**config.mk**
```make
export PLATFORM = sky130hd
export DESIGN_NAME = fetch_unit
export DESIGN_NICKNAME = d
export VERILOG_FILES = /design/src/rtl/fetch_unit.sv
export SDC_FILE = /design/constraint.sdc
export NUM_CORES = 1
export LEC_CHECK = 0
export CORE_ASPECT_RATIO = 0.9
export CORE_MARGIN = 4
export CORE_UTILIZATION = 25
export CTS_CLUSTER_DIAMETER = 150
export DETAILED_ROUTE_END_ITERATION = 16
export HOLD_SLACK_MARGIN = 0.06
export PLACE_DENSITY_LB_ADDON = 0.15
export RECOVER_POWER = 25
export SKIP_CTS_REPAIR_TIMING = 1
export SLEW_MARGIN = 10
export SYNTH_ARGS = -nofsm -noshare
export SYNTH_HDL_FRONTEND = slang
export SYNTH_SLANG_ARGS = --single-unit
```
**constraint.sdc**
```tcl
create_clock -name clk -period 3.7 [get_ports clk]
set_input_delay 0.555 -clock clk [delete_from_list [all_inputs] [get_ports clk]]
set_output_delay 0.555 -clock clk [all_outputs]
set_load 0.1 [all_outputs]
```
**src/rtl/fetch_unit.sv**
```systemverilog
// Instruction fetch stage: issues in-order imem requests, buffers responses in a
// small FIFO for decode, and flushes/drops stale work on a redirect.
`timescale 1ns/1ps
module fetch_unit #(
  parameter logic [31:0] RESET_PC    = 32'h0000_0000,
  parameter int          QUEUE_DEPTH = 2
) (
  input  logic        clk,
  input  logic        rst_n,
  output logic        imem_req_valid,
  input  logic        imem_req_ready,
  output logic [31:0] imem_req_addr,
  input  logic        imem_rsp_valid,
  input  logic [31:0] imem_rsp_data,
  input  logic        redirect_valid,
  input  logic [31:0] redirect_pc,
  output logic        instr_valid,
  input  logic        instr_ready,
  output logic [31:0] instr,
  output logic [31:0] instr_pc
);

  localparam int          PTR_W = $clog2(QUEUE_DEPTH);
  localparam int          CNT_W = $clog2(QUEUE_DEPTH + 1);
  localparam int          CRD_W = $clog2(2 * QUEUE_DEPTH + 1);
  localparam logic [31:0] NOP   = 32'h0000_0013;

  typedef enum logic {BOOT, RUN} state_t;

  state_t             state_reg;
  logic [31:0]        fetch_pc_reg;
  logic [CRD_W-1:0]   outstanding_reg;
  logic [CRD_W-1:0]   drop_reg;
  logic [CNT_W-1:0]   count_reg;
  logic [PTR_W-1:0]   rd_ptr_reg;
  logic [PTR_W-1:0]   wr_ptr_reg;
  logic [PTR_W-1:0]   pc_rd_ptr_reg;
  logic [PTR_W-1:0]   pc_wr_ptr_reg;

  logic [31:0] data_mem     [QUEUE_DEPTH];
  logic [31:0] pc_mem       [QUEUE_DEPTH];
  logic [31:0] inflight_mem [QUEUE_DEPTH];

  logic [CRD_W:0] in_use;
  logic           accept;
  logic           push;
  logic           pop;

  // Live in-flight requests plus buffered words never exceed the FIFO size,
  // so every live response always has a slot waiting for it.
  assign in_use         = (CRD_W+1)'(count_reg) + (CRD_W+1)'(outstanding_reg);
  assign imem_req_valid = (state_reg == RUN) && !redirect_valid &&
                          (in_use < (CRD_W+1)'(QUEUE_DEPTH));
  assign imem_req_addr  = fetch_pc_reg;
  assign accept         = imem_req_valid && imem_req_ready;
  assign push           = imem_rsp_valid && (drop_reg == '0) && !redirect_valid;
  assign instr_valid    = (count_reg != '0);
  assign pop            = instr_valid && instr_ready;
  assign instr          = instr_valid ? data_mem[rd_ptr_reg] : NOP;
  assign instr_pc       = instr_valid ? pc_mem[rd_ptr_reg] : 32'h0000_0000;

  always_ff @(posedge clk or negedge rst_n) begin
    if (!rst_n) begin
      state_reg       <= BOOT;
      fetch_pc_reg    <= RESET_PC & ~32'h3;
      outstanding_reg <= '0;
      drop_reg        <= '0;
      count_reg       <= '0;
      rd_ptr_reg      <= '0;
      wr_ptr_reg      <= '0;
      pc_rd_ptr_reg   <= '0;
      pc_wr_ptr_reg   <= '0;
    end else begin
      state_reg <= RUN;
      if (redirect_valid) begin
        // Everything still in flight becomes stale; an arriving response is one of them.
        fetch_pc_reg    <= redirect_pc & ~32'h3;
        drop_reg        <= drop_reg + outstanding_reg - CRD_W'(imem_rsp_valid);
        outstanding_reg <= '0;
        count_reg       <= '0;
        rd_ptr_reg      <= '0;
        wr_ptr_reg      <= '0;
        pc_rd_ptr_reg   <= '0;
        pc_wr_ptr_reg   <= '0;
      end else begin
        if (accept) begin
          fetch_pc_reg  <= fetch_pc_reg + 32'd4;
          pc_wr_ptr_reg <= pc_wr_ptr_reg + PTR_W'(1);
        end
        if (imem_rsp_valid && (drop_reg != '0)) begin
          drop_reg <= drop_reg - CRD_W'(1);
        end
        if (push) begin
          wr_ptr_reg    <= wr_ptr_reg + PTR_W'(1);
          pc_rd_ptr_reg <= pc_rd_ptr_reg + PTR_W'(1);
        end
        if (pop) begin
          rd_ptr_reg <= rd_ptr_reg + PTR_W'(1);
        end
        outstanding_reg <= outstanding_reg + CRD_W'(accept) - CRD_W'(push);
        count_reg       <= count_reg + CNT_W'(push) - CNT_W'(pop);
      end
    end
  end

  // Storage needs no reset: outputs are gated by the occupancy count.
  always_ff @(posedge clk) begin
    if (accept) begin
      inflight_mem[pc_wr_ptr_reg] <= fetch_pc_reg;
    end
    if (push) begin
      data_mem[wr_ptr_reg] <= imem_rsp_data;
      pc_mem[wr_ptr_reg]   <= inflight_mem[pc_rd_ptr_reg];
    end
  end

endmodule

```
==> flow_metrics.py, run 1 <==
metrics = {
    "worst_setup_path": {
        "critical_path_arrival_ns": 2.51,
        "cp_cell_sequence": "clkbuf_1, clkdlybuf4s50_1",
        "required_ns": 3.14,
        "critPathMaxFanout": 9,
        "rrSetupSlack_ns": 0.73,
        "end_kind": "output pin",
        "critPathMaxStageDelay_ns": 1.26,
        "crit_family": "buffers and inverters",
        "path_buf_inv": 2,
        "cp_slowest_cell": "clkdlybuf4s50_1",
        "path_class": "flop to output pin",
        "startpoint_type": "flop",
    },
    "clock_tree": {
        "cts_tree": "built",
        "htree_levels": 1,
        "clockRootBuffer": "clkbuf_16",
        "clk_latency_ns": 0.53,
        "cts_buffers": 27,
        "cts_sinks": 227,
        "cts.path.max_buffers": 3,
        "clk_pin_slew_ns": 0.06,
    },
    "sta": {
        "maxSlewViolCount": 0,
        "tightest_slew_ns": 1.03,
        "fin_worst_skew_ns": 0.0171,
        "finalCriticalPeriod_ns": 3.06,
        "fin_setup_tns_ns": 0,
        "maxSlewHeadroom": 0.311,
        "hold_violations": 0,
        "fin_crit_sh": 0.827,
        "rsz0062_at_grt": "false",
        "setup_ws_ns": 0.639,
        "max_freq_mhz": 327,
        "setup_violations": 0,
    },
    "worst_hold_path": {
        "hold_class": "flop to flop",
    },
    "route": {
        "postRouteAntennaNets": 0,
        "vias": 5856,
        "drc": 0,
        "drt_iter0_drc": 210,
        "drtPass1Iterations": 4,
        "vias_per_cell": 4.36,
        "wl_mm": 24.3,
        "post_drt_wl_per_cell_um": 18.1,
    },
    "layout": {
        "diodes": 0,
        "largest_register": "data_mem",
        "area_growth_pct": 30.6,
        "multi_input_area_sq_um": 2750,
        "largest_register_ffs": 64,
        "drive_gt1_frac": 0.193,
        "reg.largest.list": "data_mem x64, inflight_mem x60, pc_mem x60",
        "nFillCells": 3731,
        "area.sequential_sq_um": 6610,
        "stdcell_count": 1342,
        "nNetsFinal": 923,
    },
    "logic_synthesis": {
        "synth_area_sq_um": 9540,
        "synth_cell_types": 53,
        "yosysSeqAreaShare": 0.692,
        "synth_ff_type": "edfxtp_1",
        "synth-async-reset-ratio": 0.189,
        "yosys_warnings": 0,
        "synth_area_per_cell_sq_um": 14.5,
        "synth_edf_count": 184,
        "ys_ff_latch": 227,
        "syn_inst": 657,
    },
    "global_route": {
        "grt_overflow": 0,
        "grt_max_degree": 51,
        "gr-usage-all-layers": 0.115,
        "grt_pass1_vias": 6001,
        "antenna_found_initial": 0,
        "grt_pass1_wl_mm": 37.3,
    },
    "die": {
        "core_sq_um": 37500,
        "die_height_um": 193,
        "design.portCount": 168,
        "initial_core_util": 0.255,
        "rows": 67,
        "fp.dieW_um": 214,
        "dieArea_sq_um": 41400,
    },
    "power": {
        "totalPowerFinal_w": 0.0110,
        "powerDensity_nw_per_um2": 880,
        "ir_worst_vdd_v": 0.000343,
        "leakagePower_nw": 4.43,
    },
    "placement": {
        "place.gp.congestion": 0.709,
        "dpl_worst_slack_ns": 0.723,
        "io_buffers": 161,
        "hpwl_mm": 16.3,
        "dp_cells": 1292,
    },
    "flow_run": {
        "drv_cap": 0,
    },
    "outcome": {
        "status": "complete, no violations",
    },
}
## kinds of logic after synthesis
kind of cell	after synthesis	synth area share
buffers and inverters	49	0.0228
flip-flops	227	0.692
adder cells (fa/ha/maj)	14	0.0207
multiplexers	94	0.103
AND/OR/NAND/NOR	193	0.102
AO/OA/AOI/OAI	66	0.0483
other	2	0.000787
XOR/XNOR	12	0.0110
## path summary, 6_finish.rpt
kind | to | depth (start not counted) | start
max in group asynchronous | outstanding_reg[1] | 3 | rst_n
hold reg to reg | drop_reg[2] | 1 | drop_reg[2]
setup reg to reg | outstanding_reg[2] | 13 | count_reg[0]
min in group asynchronous | imem_req_addr[27] | 2 | rst_n
setup / recovery | imem_req_addr[24] | 2 | imem_req_addr[24]
hold / removal | drop_reg[2] | 1 | drop_reg[2]
## layer usage
layer  share of wire  up-vias  global-route usage
met5               0        -                   0
li1                -     2816                   -
met4           0.021        0              0.0233
met1            0.50     2853               0.169
met3           0.048       29              0.0245
met2            0.43      158               0.176
## worst reg2reg max path: cells and delay by family, from the launching register on
family	cells	cell delay [ns]
flops	1	0.43
xor+xnor	1	0.16
simple gates	5	0.86
fa+ha+maj	4	1.24
buf+inv	3	0.16
## power breakdown
| group | internal, W | leakage, nW | total [W] | switching (W) |
|---|---|---|---|---|
| Clock | 0.00140 | 0.390 | 0.00239 | 0.000991 |
| Sequential | 0.00305 | 2.20 | 0.00333 | 0.000281 |
| Combinational | 0.00118 | 1.84 | 0.00524 | 0.00406 |
| Total | 0.00563 | 4.43 | 0.0110 | 0.00534 |
## cell usage in the layout, fill, tap and decap left out, types with 20 or more instances in the layout
cell	synthesis	layout
nand3_1	20	20
clkdlybuf4s50_1	0	62
mux2_2	30	30
dfrtp_1	43	41
mux2i_1	64	64
nor2_1	78	75
buf_4	4	77
clkbuf_16	0	27
dlygate4sd3_1	0	33
nand2_1	32	32
o21ai_0	20	20
edfxtp_1	184	184
## metrics by stage
| stage | area, sq um | hold slack (ns) | util |
|---|---|---|---|
| 4_1_cts | 12500 | -0.0990 | 0.332 |
| 5_1_grt | 12500 | 0.526 | 0.332 |
| 3_3_place_gp | 11700 | 0.463 | 0.311 |
| 2_1_floorplan | 9560 | 0.259 | - |
| 3_5_place_dp | 11700 | 0.465 | 0.311 |
| 6_report | 12500 | 0.493 | 0.332 |
## cells in the mapped netlist, types with 2 or more instances
| cell | count | area [sq um] |
|---|---|---|
| a21o_1 | 9 | 67.6 |
| a21oi_1 | 6 | 30.0 |
| a221o_1 | 7 | 70.1 |
| a22oi_1 | 2 | 15.0 |
| and2_1 | 3 | 18.8 |
| and3_1 | 6 | 37.5 |
| and3_2 | 2 | 15.0 |
| and4_1 | 2 | 17.5 |
| buf_1 | 8 | 30.0 |
| buf_2 | 3 | 15.0 |
| buf_4 | 4 | 30.0 |
| buf_6 | 2 | 22.5 |
| clkbuf_1 | 13 | 48.8 |
| conb_1 | 2 | 7.51 |
| dfrtp_1 | 43 | 1080 |
| edfxtp_1 | 184 | 5530 |
| fa_1 | 3 | 60.1 |
| ha_1 | 11 | 138 |
| inv_1 | 17 | 63.8 |
| mux2_2 | 30 | 338 |
| mux2i_1 | 64 | 641 |
| nand2_1 | 32 | 120 |
| nand2b_1 | 2 | 12.5 |
| nand3_1 | 20 | 100 |
| nand4_1 | 11 | 68.8 |
| nor2_1 | 78 | 293 |
| nor2b_1 | 3 | 18.8 |
| nor3_1 | 9 | 45.0 |
| nor3b_1 | 3 | 22.5 |
| nor4_1 | 4 | 25.0 |
| nor4_4 | 2 | 42.5 |
| o211ai_1 | 10 | 75.1 |
| o21ai_0 | 20 | 100 |
| o311ai_0 | 4 | 35.0 |
| o31ai_1 | 3 | 22.5 |
| or2_2 | 2 | 12.5 |
| or2b_1 | 2 | 15.0 |
| or3_1 | 6 | 37.5 |
| xnor2_1 | 7 | 61.3 |
| xor2_1 | 5 | 43.8 |
## area by class of cell
class                   count  area share
clock buffers              34      0.0563
clock inverters            15     0.00783
inverters                  19     0.00572
multi-input cells         384       0.221
flip-flops and latches    227       0.530
well taps                 483      0.0485
repair buffers            180       0.130
Power figures use the tool's default switching activity.
==> run 2: changes to the inputs <==
==> constraint.sdc (replaced) <==
create_clock -name clk -period 3.1 [get_ports clk]
set_input_delay 0.465 -clock clk [delete_from_list [all_inputs] [get_ports clk]]
set_output_delay 0.465 -clock clk [all_outputs]
set_load 0.1 [all_outputs]
==> run 2 against run 1 <==
Sequential power is 18% higher. Worst setup slack worse by 0.36 ns. Count of clock-buffer cells in the layout is 4 lower. Clock power is 36% higher. Die area stayed put. Final cell count is 0.45% higher. Total power is 23% higher. Sequential cell count stayed put. Critical path type unchanged. Global-route usage is 0.29 points higher. Cell area is 1.4% higher. First-iteration DRC count is 10% higher. Combinational power is 21% higher.
==> flow_metrics.py, run 2 (same netlist as run 1, synthesis figures left out) <==
metrics = {
    "global_route": {
        "grt_overflow": 0,
        "gr-usage-all-layers": 0.118,
        "grt_pass1_wl_mm": 38.6,
        "antenna_found_initial": 0,
        "grt_max_degree": 45,
        "grt_pass1_vias": 6134,
    },
    "worst_setup_path": {
        "critPathMaxStageDelay_ns": 0.44,
        "path_class": "flop to output pin",
        "cp_cell_sequence": "and2_1, fa_1, nor2_1, nand3_1, nor2_1, buf_12",
        "required_ns": 2.63,
        "timing.rr.start": "count_reg[0]",
        "cp_slowest_cell": "dfrtp_1",
        "startpoint_type": "flop",
        "critical_path_arrival_ns": 2.35,
        "critPathMaxFanout": 4,
        "crit_top_cell": "nor2_1",
        "end_kind": "output pin",
        "crit_path_start": "count_reg[0]",
    },
    "layout": {
        "nNetsFinal": 929,
        "stdcell_area_sq_um": 12600,
        "area.sequential_sq_um": 6610,
        "area_growth_pct": 32.4,
        "multi_input_area_sq_um": 2750,
        "largest_register": "data_mem",
        "nFillCells": 3695,
        "final_cell_mix": "edfxtp_1 (184), buf_4 (108), nor2_1 (75)",
        "largest_register_ffs": 64,
        "layout_commonest_cell": "edfxtp_1",
        "drive_gt1_frac": 0.247,
        "reg.largest.list": "data_mem x64, inflight_mem x60, pc_mem x60",
    },
    "clock_tree": {
        "cts_sinks": 227,
        "cts_buffers": 27,
        "cts_tree": "built",
        "clk_latency_ns": 0.53,
        "cts.path.max_buffers": 3,
        "htree_levels": 1,
        "clk_pin_slew_ns": 0.06,
        "clockRootBuffer": "clkbuf_16",
    },
    "power": {
        "leakagePower_nw": 4.58,
        "powerDensity_nw_per_um2": 1070,
        "ir_worst_vdd_v": 0.000424,
    },
    "route": {
        "vias_per_cell": 4.37,
        "drtPass1Iterations": 4,
        "drc": 0,
        "post_drt_wl_per_cell_um": 18.2,
        "vias": 5896,
        "drt_iter0_drc": 231,
        "postRouteAntennaNets": 0,
        "wl_mm": 24.6,
    },
    "worst_hold_path": {
        "hold_class": "input pin to flop",
        "hp-start": "redirect_valid",
    },
    "sta": {
        "fin_crit_sh": 0.910,
        "finalCriticalPeriod_ns": 2.82,
        "tightest_slew_ns": 1.06,
        "fin_setup_tns_ns": 0,
        "hold_violations": 0,
        "fin_worst_skew_ns": 0.0191,
        "rsz0062_at_grt": "false",
        "maxSlewViolCount": 0,
        "max_freq_mhz": 355,
        "maxSlewHeadroom": 0.292,
        "setup_violations": 0,
    },
    "die": {
        "rows": 67,
        "core_sq_um": 37500,
        "fp.dieW_um": 214,
        "initial_core_util": 0.255,
        "design.portCount": 168,
        "dieArea_sq_um": 41400,
        "die_height_um": 193,
    },
    "placement": {
        "place_area_sq_um": 11700,
        "hpwl_mm": 16.7,
        "place.gp.congestion": 0.722,
        "io_buffers": 161,
    },
    "outcome": {
        "status": "complete, no violations",
    },
    "flow_run": {
        "drv_cap": 0,
    },
}
==> run 2: cell types whose count changed in the layout (fill, tap and decap cells not counted), moves of 3 or more <==
cell | before | now
bufinv_16 | 1 | 4
clkdlybuf4s50_1 | 62 | 33
clkinv_1 | 8 | 2
clkinv_4 | 1 | 4
buf_4 | 77 | 108
clkbuf_1 | 10 | 2
buf_12 | 4 | 10
==> run 2: worst max-delay path: cells and delay by family, from the launching register on <==
| family | cells | cell delay (ns) |
|---|---|---|
| flops | 1 | 0.44 |
| fa+ha+maj | 1 | 0.44 |
| simple gates | 4 | 0.72 |
| buf+inv | 1 | 0.22 |
==> run 2: final cells by class <==
cell class / instances / area share
Tap cell: 483 / 0.0478
Antenna cell: 1 / 0.000198
Clock buffer: 30 / 0.0559
Timing Repair Buffer: 186 / 0.133
Multi-Input combinational cell: 384 / 0.218
Sequential cell: 227 / 0.523
Clock inverter: 18 / 0.0169
Inverter: 19 / 0.00564
==> run 2: worst paths after layout <==
kind                                      end  slack, ns  cells after the start
setup / recovery               imem_req_valid       0.28                      6
hold / removal             outstanding_reg[2]       0.47                      3
setup reg to reg           outstanding_reg[2]       0.31                     13
hold reg to reg                   drop_reg[2]       0.51                      1
max in group asynchronous   imem_req_addr[11]       1.66                      3
min in group asynchronous   imem_req_addr[27]       0.51                      2
==> run 2: report_power, final <==
part	internal [W]	switching [W]	leakage, nW
Clock	0.00198	0.00126	0.456
Sequential	0.00364	0.000293	2.20
Combinational	0.00141	0.00491	1.93
==> run 2: routing by layer <==
layer,part of all wire,vias up,global-route usage
li1,-,2837,-
met1,0.50,2840,0.177
met2,0.43,179,0.177
met3,0.050,40,0.0235
met4,0.020,0,0.0230
met5,0,-,0
==> run 2: per-stage QoR <==
| step | worst slack (ns) | std cells | hold slack (ns) | total power (W) | util |
|---|---|---|---|---|---|
| 3_5_place_dp | 0.322 | 1298 | 0.379 | 0.0104 | 0.312 |
| 5_1_grt | 0.103 | 1347 | 0.475 | 0.0141 | 0.337 |
| 3_3_place_gp | 0.289 | 1298 | 0.376 | 0.0104 | 0.312 |
| 4_1_cts | 0.243 | 1346 | -0.188 | 0.0137 | 0.337 |
| 2_1_floorplan | 0.0645 | 660 | 0.169 | 0.00879 | - |
| 6_report | 0.280 | 1348 | 0.473 | 0.0135 | 0.337 |
==> run 3: changes to the inputs <==
--- a/config.mk
+++ b/config.mk
@@ -5,6 +5,8 @@
 export SDC_FILE = /design/constraint.sdc
 export NUM_CORES = 1
 export LEC_CHECK = 0
+export CELL_PAD_IN_SITES_DETAIL_PLACEMENT = 1
+export CELL_PAD_IN_SITES_GLOBAL_PLACEMENT = 1
 export CORE_ASPECT_RATIO = 0.9
 export CORE_MARGIN = 4
 export CORE_UTILIZATION = 25
==> constraint.sdc (replaced) <==
create_clock -name clk -period 3.65 [get_ports clk]
set_input_delay 0.5475 -clock clk [delete_from_list [all_inputs] [get_ports clk]]
set_output_delay 0.5475 -clock clk [all_outputs]
set_load 0.1 [all_outputs]
==> run 3 against run 2 <==
The run now ends with capacitance limit, slew limit left. Core utilization is 0.44 points lower. Combinational power down 16%. Worst setup slack better by 0.41 ns. Critical path depth increased by 7. Sequential cell count unchanged. First-iteration DRC count grew 23%. Clock power is 25% lower. Critical path type is now flop to flop. Largest cell class unchanged. Largest power group unchanged.
==> flow_metrics.py, run 3 (same netlist as run 1, synthesis figures left out) <==
metrics = {
    "sta": {
        "rsz0062_at_grt": "false",
        "maxSlewViolCount": 35,
        "fin_setup_tns_ns": 0,
        "hold_ws_ns": 0.495,
        "tightest_slew_ns": 2.11,
        "finalCriticalPeriod_ns": 2.96,
        "hold_violations": 0,
        "max_freq_mhz": 337,
        "setup_violations": 0,
        "fin_crit_sh": 0.812,
        "maxSlewHeadroom": -0.406,
        "fin_worst_skew_ns": 0.0142,
    },
    "power": {
        "powerDensity_nw_per_um2": 893,
        "swShare": 0.489,
        "combPwrFrac": 0.479,
        "ir_worst_vdd_v": 0.000378,
        "leakagePower_nw": 4.45,
        "clkPwrFrac": 0.219,
        "p_int_w": 0.00569,
        "power_frac_seq": 0.302,
        "netSwitchingPower_w": 0.00545,
    },
    "worst_hold_path": {
        "hp-start": "drop_reg[2]",
        "worstHoldPathCells": 1,
        "min_to": "drop_reg[2]",
        "hold_class": "flop to flop",
    },
    "global_route": {
        "grt_max_degree": 51,
        "grt_pass1_wl_mm": 40.6,
        "grt_overflow": 0,
        "antenna_found_initial": 0,
        "grt_pass1_vias": 6480,
        "gr-usage-all-layers": 0.125,
    },
    "clock_tree": {
        "clk_pin_slew_ns": 0.06,
        "cts.path.max_buffers": 3,
        "clk_latency_ns": 0.52,
        "cts_sinks": 227,
        "htree_levels": 1,
        "clockRootBuffer": "clkbuf_16",
        "cts_tree": "built",
        "cts_buffers": 27,
    },
    "placement": {
        "hpwl_mm": 17.7,
        "io_buffers": 161,
        "place.gp.congestion": 0.733,
    },
    "route": {
        "vias_per_cell": 4.46,
        "drt_iter0_drc": 285,
        "wl_mm": 26.3,
        "postRouteAntennaNets": 0,
        "drc": 0,
        "vias": 5990,
        "post_drt_wl_per_cell_um": 19.6,
        "drtPass1Iterations": 4,
    },
    "die": {
        "core_sq_um": 37500,
        "die_height_um": 193,
        "rows": 67,
        "design.portCount": 168,
        "dieArea_sq_um": 41400,
        "initial_core_util": 0.255,
        "fp.dieW_um": 214,
    },
    "worst_setup_path": {
        "timing.rr.start": "count_reg[0]",
        "rrSetupSlack_ns": 0.69,
        "critPathMaxStageDelay_ns": 0.44,
        "crit_family": "adder cells",
        "critPathMaxFanout": 7,
        "path_class": "flop to flop",
        "r2r_end": "outstanding_reg[2]",
        "reg2regPathDepth": 13,
        "required_ns": 4.04,
        "end_kind": "flop",
        "startpoint_type": "flop",
        "cp_slowest_cell": "fa_1",
        "critical_path_arrival_ns": 3.36,
        "path_buf_inv": 3,
        "cp_cell_sequence": "and2_1, fa_1, nor2_1, nand4_2, nor2_4, inv_2, ha_1, inv_1, ha_1, inv_1, fa_1, xnor2_1, nor2_1",
    },
    "layout": {
        "drive_gt1_frac": 0.201,
        "largest_register": "data_mem",
        "diodes": 0,
        "layout_commonest_cell": "edfxtp_1",
        "largest_register_ffs": 64,
        "nNetsFinal": 926,
        "area.sequential_sq_um": 6610,
        "reg.largest.list": "data_mem x64, inflight_mem x60, pc_mem x60",
        "area_growth_pct": 30.7,
        "multi_input_area_sq_um": 2750,
        "nFillCells": 3944,
        "final_cell_mix": "edfxtp_1 (184), buf_4 (84), nor2_1 (75)",
    },
    "outcome": {
        "status": "complete, but fails checks",
        "violations": "capacitance limit, slew limit",
    },
    "flow_run": {
        "drv_cap": 1,
    },
}
## run 3: cell count changes in the layout (fill, tap and decap cells not counted), moves of 2 or more
cell,before,now
clkdlybuf4s50_1,33,62
buf_4,108,84
buf_12,10,3
clkbuf_1,2,9
clkinv_4,4,0
bufinv_16,4,1
clkbuf_8,2,0
clkinv_1,2,4
inv_6,2,0
## run 3: worst max path at each step
| stage | start | endpoint | slack, ns | cells past startpoint |
|---|---|---|---|---|
| floorplan | count_reg[0] | inflight_mem[0][10] | 0.14 | 9 |
| global placement | count_reg[0] | outstanding_reg[2] | 0.67 | 13 |
| detailed placement | count_reg[0] | outstanding_reg[2] | 0.68 | 13 |
| CTS | count_reg[1] | instr_pc[23] | 0.56 | 4 |
| global route | count_reg[0] | outstanding_reg[2] | 0.50 | 13 |
| finish | count_reg[0] | outstanding_reg[2] | 0.69 | 13 |
## run 3: power by group through the flow
stage | Combinational (W) | Clock, W | Sequential (W)
final | 0.00533 | 0.00244 | 0.00337
after global routing | 0.00561 | 0.00265 | 0.00341
after CTS | 0.00544 | 0.00256 | 0.00338
after detailed placement | 0.00542 | 0 | 0.00344
after global placement | 0.00542 | 0 | 0.00343
after floorplan | 0.00386 | 0 | 0.00361
## run 3: per-stage QoR
| stage | instances | total power [W] | area, sq um | setup slack, ns | util |
|---|---|---|---|---|---|
| final | 1344 | 0.0111 | 12500 | 0.686 | 0.333 |
| after detailed placement | 1296 | 0.00886 | 11700 | 0.676 | 0.312 |
| after global routing | 1344 | 0.0117 | 12500 | 0.503 | 0.333 |
| after CTS | 1344 | 0.0114 | 12500 | 0.556 | 0.333 |
| after floorplan | 660 | 0.00747 | 9560 | 0.137 | - |
| after global placement | 1296 | 0.00884 | 11700 | 0.670 | 0.312 |
## run 3: per-layer routing
layer / routed length [um] / global-route usage
met5: 0 / 0
met4: 511 / 0.0274
met3: 1190 / 0.0245
met2: 11900 / 0.200
met1: 12700 / 0.178
## run 3: worst reg2reg max path: stages, from the launching register on
cell and delay (ns):
dfrtp_1 0.43, and2_1 0.20, fa_1 0.44, nor2_1 0.20, nand4_2 0.27, nor2_4 0.17
inv_2 0.05, ha_1 0.26, inv_1 0.07, ha_1 0.14, inv_1 0.05, fa_1 0.37
xnor2_1 0.16, nor2_1 0.05
## run 3: area by class of cell
cell class                      count  area share
Tap cell                          483      0.0485
Clock buffer                       35      0.0566
Multi-Input combinational cell    384       0.221
Inverter                           19     0.00572
Timing Repair Buffer              183       0.132
Clock inverter                     13     0.00732
Sequential cell                   227       0.530
